`config.mk`:
```
export PLATFORM = sky130hd
export DESIGN_NAME = sync_fifo
export DESIGN_NICKNAME = d
export VERILOG_FILES = /design/src/rtl/result_checker_sync_fifo.sv
export SDC_FILE = /design/constraint.sdc
export NUM_CORES = 1
export LEC_CHECK = 0
export ABC_AREA = 1
export ABC_CLOCK_PERIOD_IN_PS = 3300
export CAP_MARGIN = 30
export CORE_ASPECT_RATIO = 0.5
export CORE_UTILIZATION = 55
export CTS_CLUSTER_SIZE = 12
export DETAILED_ROUTE_END_ITERATION = 8
export PLACE_DENSITY_LB_ADDON = 0.3
export SLEW_MARGIN = 25
export SYNTH_ARGS = -nofsm -noshare
export SYNTH_HDL_FRONTEND = slang
export SYNTH_SLANG_ARGS = --single-unit
export TNS_END_PERCENT = 20
```
`constraint.sdc`:
```
create_clock -name clk -period 3.3 [get_ports clk]
set_input_delay 0.825 -clock clk [delete_from_list [all_inputs] [get_ports clk]]
set_output_delay 0.825 -clock clk [all_outputs]
set_load 0.01 [all_outputs]
```
`src/rtl/result_checker_sync_fifo.sv`:
```
// Single-clock FIFO holding expected results until the matching DUT result arrives.
// Head is read combinationally so the compare can happen in the pop cycle.
`timescale 1ns/1ps
module sync_fifo #(
    parameter int WIDTH = 32,
    parameter int DEPTH = 8
) (
    input  logic             clk,
    input  logic             reset,
    input  logic             flush,
    input  logic             push,
    input  logic [WIDTH-1:0] push_data,
    input  logic             pop,
    output logic [WIDTH-1:0] head,
    output logic             full,
    output logic             empty
);
    localparam int AW = $clog2(DEPTH);
    localparam int CW = $clog2(DEPTH + 1);

    logic [WIDTH-1:0] mem_r [DEPTH];
    logic [AW-1:0]    wr_ptr_r;
    logic [AW-1:0]    rd_ptr_r;
    logic [CW-1:0]    count_r;
    logic             do_push_s;
    logic             do_pop_s;

    assign full      = (count_r == CW'(DEPTH));
    assign empty     = (count_r == CW'(0));
    assign do_push_s = push && !full;
    assign do_pop_s  = pop && !empty;
    assign head      = mem_r[rd_ptr_r];

    // Storage write; contents need no reset because occupancy guards reads.
    always_ff @(posedge clk) begin
        if (do_push_s) begin
            mem_r[wr_ptr_r] <= push_data;
        end
    end

    // Pointers wrap naturally at DEPTH (power of two); occupancy spans 0..DEPTH.
    always_ff @(posedge clk) begin
        if (reset || flush) begin
            wr_ptr_r <= AW'(0);
            rd_ptr_r <= AW'(0);
            count_r  <= CW'(0);
        end else begin
            if (do_push_s) begin
                wr_ptr_r <= wr_ptr_r + AW'(1);
            end
            if (do_pop_s) begin
                rd_ptr_r <= rd_ptr_r + AW'(1);
            end
            case ({do_push_s, do_pop_s})
                2'b10:   count_r <= count_r + CW'(1);
                2'b01:   count_r <= count_r - CW'(1);
                default: count_r <= count_r;
            endcase
        end
    end
endmodule

```
==> results by group <==
Clock tree
  – Number of CTS-inserted buffers: 26
  – Skew-Pair Late Insertion Delay: 520 ps
  – CTS clk-pin slew, worst paths: ~60 ps
  – CTS H-tree depth: 1
  – CTS root buf: clkbuf_16
  – Post-CTS Hold Buffers: 0
  – CTS sink count: roughly 270
  – CTS Buffer Depth: 3
  – TritonCTS clock tree: done

Final layout
  – Fin area: 12600 um2
  – Final nets: 937
  – ANT cells: 0
  – Synth-to-Final Area Change: 18.5%
  – Share of cells above drive strength 1: 7.40%

Setup path
  – Worst path arrival time: 2450 ps
  – Worst EP required: around 2500 ps
  – Setup crit end kind: output port
  – Cell Chain, Critical Path: buf_16, nor2_1, nor2_1, o21ai_0, o21ai_0, nand2_1, nand2_1, clkdlybuf4s50_1
  – Max FO, Critical Path: 16
  – Crit Path Category: register to output port
  – Crit-path max cell delay: approximately 590 ps
  – Slowest cell on crit path: clkdlybuf4s50_1
  – Crit start category: register

Global route
  – Number of global-route vias before repair: ~6400
  – Pin count of the biggest net entering global routing: 65
  – Total Routing Usage GR: ~23%
  – Congestion Overflow GR: 0
  – First-pass GRT wire length: between 30000 and 40000 um
  – Initial antenna violation count: 0

Die
  – Die X: about 200 um
  – Die Ht: approximately 100 um
  – Initial core utilization: approximately 57%
  – Row cnt: 35
  – Core area: about 19000 um2
  – Die area: approximately 20000 um2
  – I/O pin cnt: 71

STA
  – Setup violators final: 0
  – Slew Limit Fails: 0
  – Relative slew slack: between 60% and 70%
  – Fmax: 305 MHz
  – Worst hold slack: 485 ps
  – Worst Skew: ~9.5 ps
  – Fin crit share: ~99%
  – Tmin final: approximately 3300 ps
  – Tightest Pin Transition: 513 ps
  – Final hold vios: 0
  – Final setup TNS: 0 ps
  – Fin worst setup slack: approximately 22 ps

Routing
  – Vias per cell: ~5.7
  – DR iter-0 viols: a little over 700
  – Post-route ant nets: 0
  – Drt pass-1 iters: 5
  – Residual DRC: 0
  – Total wire length: 23100 um
  – Routed vias: 6626
  – Avg WL per Cell: around 20 um

Pwr
  – Combinational share of power: slightly above 8%
  – Seq pwr share: between 50 and 60%
  – Switching Share: between 20% and 30%
  – Max IR drop VDD: around 0.4 mV
  – Power Total: 7.03 mW
  – Pleak: 4.25 nW
  – Switching pwr: between 1 and 1.5 mW
  – P_int: about 5.5 mW
  – Cell Pwr Density: 557 nW/um2
  – Clock Power Share: 37.3%

Logic synthesis
  – Synth Area per Inst: 13.0 um2
  – Synth top area cells: edfxtp_1 72%, o21ai_0 5.1%, nor2_1 5.0%, nand2_1 4.1%, mux2i_1 3.0%
  – Syn_nets: 859
  – Synth cell count leaders: 256 x edfxtp_1, 142 x nor2_1, 115 x nand2_1
  – Async set-reset flop share out of synthesis: 0%
  – Post-synth EDFFs: ~260
  – Synth Instances: ~820
  – Synthesized cell area: 10600 um2
  – Seq/Total Area, Yosys: approximately three quarters
  – Synth Warn #: 0
  – Yosys reg bits: 269
  – Largest area contributor in the netlist: edfxtp_1
  – Top-count cell post-synth: edfxtp_1
  – Netlist cell types: 26
  – Predominant post-synthesis flop cell: edfxtp_1
  – Top-area cell type share of the netlist area: approximately 72%

Placed design
  – Buffers on Ports: 70
  – GPL Wtd Cong: ~0.75
  – Post-DP HPWL: between 10000 and 15000 um
  – Pre-CTS WS: between 400 and 500 ps
  – Placed Area: roughly 12000 um2

Job
  – Max cap viols: 0

Min path
  – Worst min path class: register to register

Status
  – Status: complete, no violations
## registers in the layout (all words and copies together) (netlist names), named ones only
signal / flops
count_r: 4
mem_r: 256
rd_ptr_r: 3
wr_ptr_r: 3
## critical path, delay by kind of cell (launching register included)
kind            cells  cell delay [ps]
compound gates      2              240
flops               1              500
buf+inv             2              800
simple gates        4              380
## cell usage in the layout, fill, tap and decap left out, types with 11 or more instances in the layout
master           Yosys  final
o21ai_0            109    109
clkbuf_16            0     30
edfxtp_1           256    256
inv_1               20     19
mux2i_1             32     32
nor2_1             142    134
clkdlybuf4s50_1      0     70
nand2_1            115    115
o21ai_1             23     23
o22ai_1             32     32
dfxtp_1             13     11
## kinds of logic (layout without fill, tap and decap cells)
family / after synthesis / after routing / synth area share, %
xor+xnor: 3 / 3 / 0.247
fa+ha+maj: 5 / 5 / 0.588
compound gates: 173 / 173 / 8.53
buf+inv: 66 / 154 / 3.26
flops: 269 / 269 / 74.7
mux: 32 / 32 / 3.01
simple gates: 269 / 269 / 9.70
## repair_timing
| item | CTS | global route |
|---|---|---|
| resized for setup | 2 | 4 |
| buffers inserted | 0 | 1 |
| setup endpoints to repair | 19 | 31 |
| hold endpoints to repair | 0 | 0 |
| cloned | 1 | 3 |
| pin swaps | 0 | 0 |
## power by group through the flow
stage	clock network, mW	registers (mW)	logic (mW)
2_1_floorplan	0	3.90	0.284
3_3_place_gp	0	3.90	0.528
3_5_place_dp	0	3.90	0.539
4_1_cts	2.65	3.83	0.554
5_1_grt	2.77	3.84	0.621
6_report	2.62	3.83	0.571
## cell type report
cell class | instances | area (um2)
repair buffers | 96 | 1120
well taps | 259 | 324
inverters | 20 | 82.6
fillers | 1284 | 6040
clock buffers | 37 | 713
multi-input cells | 482 | 2410
clock inverters | 1 | 7.51
flip-flops and latches | 269 | 7960
## routing by layer
metal	global-route usage, %	wire (um)	up-vias
met5	0	0	-
met4	6.04	207	0
met3	3.56	1650	21
met2	36.0	10700	258
met1	32.9	10500	3258
li1	-	-	3089
## final timing paths
path | start | to | slack (ps) | cells past startpoint
setup / recovery | register | head[18] | 20 | 8
hold / removal | rd_ptr_r[1]$_SDFFE_PP0P_ | register | 480 | 2
setup reg to reg | count_r[1]$_SDFFE_PP0P_ | count_r[2]$_SDFFE_PP0P_ | 1210 | 12
hold reg to reg | rd_ptr_r[1]$_SDFFE_PP0P_ | register | 480 | 2
## metrics by stage
step,utilization (%),cells
6_report,67.6,1164
5_1_grt,67.6,1164
4_1_cts,67.1,1160
3_5_place_dp,63.0,1121
3_3_place_gp,63.0,1121
2_1_floorplan,-,817
(Power assumes the default switching activity.)
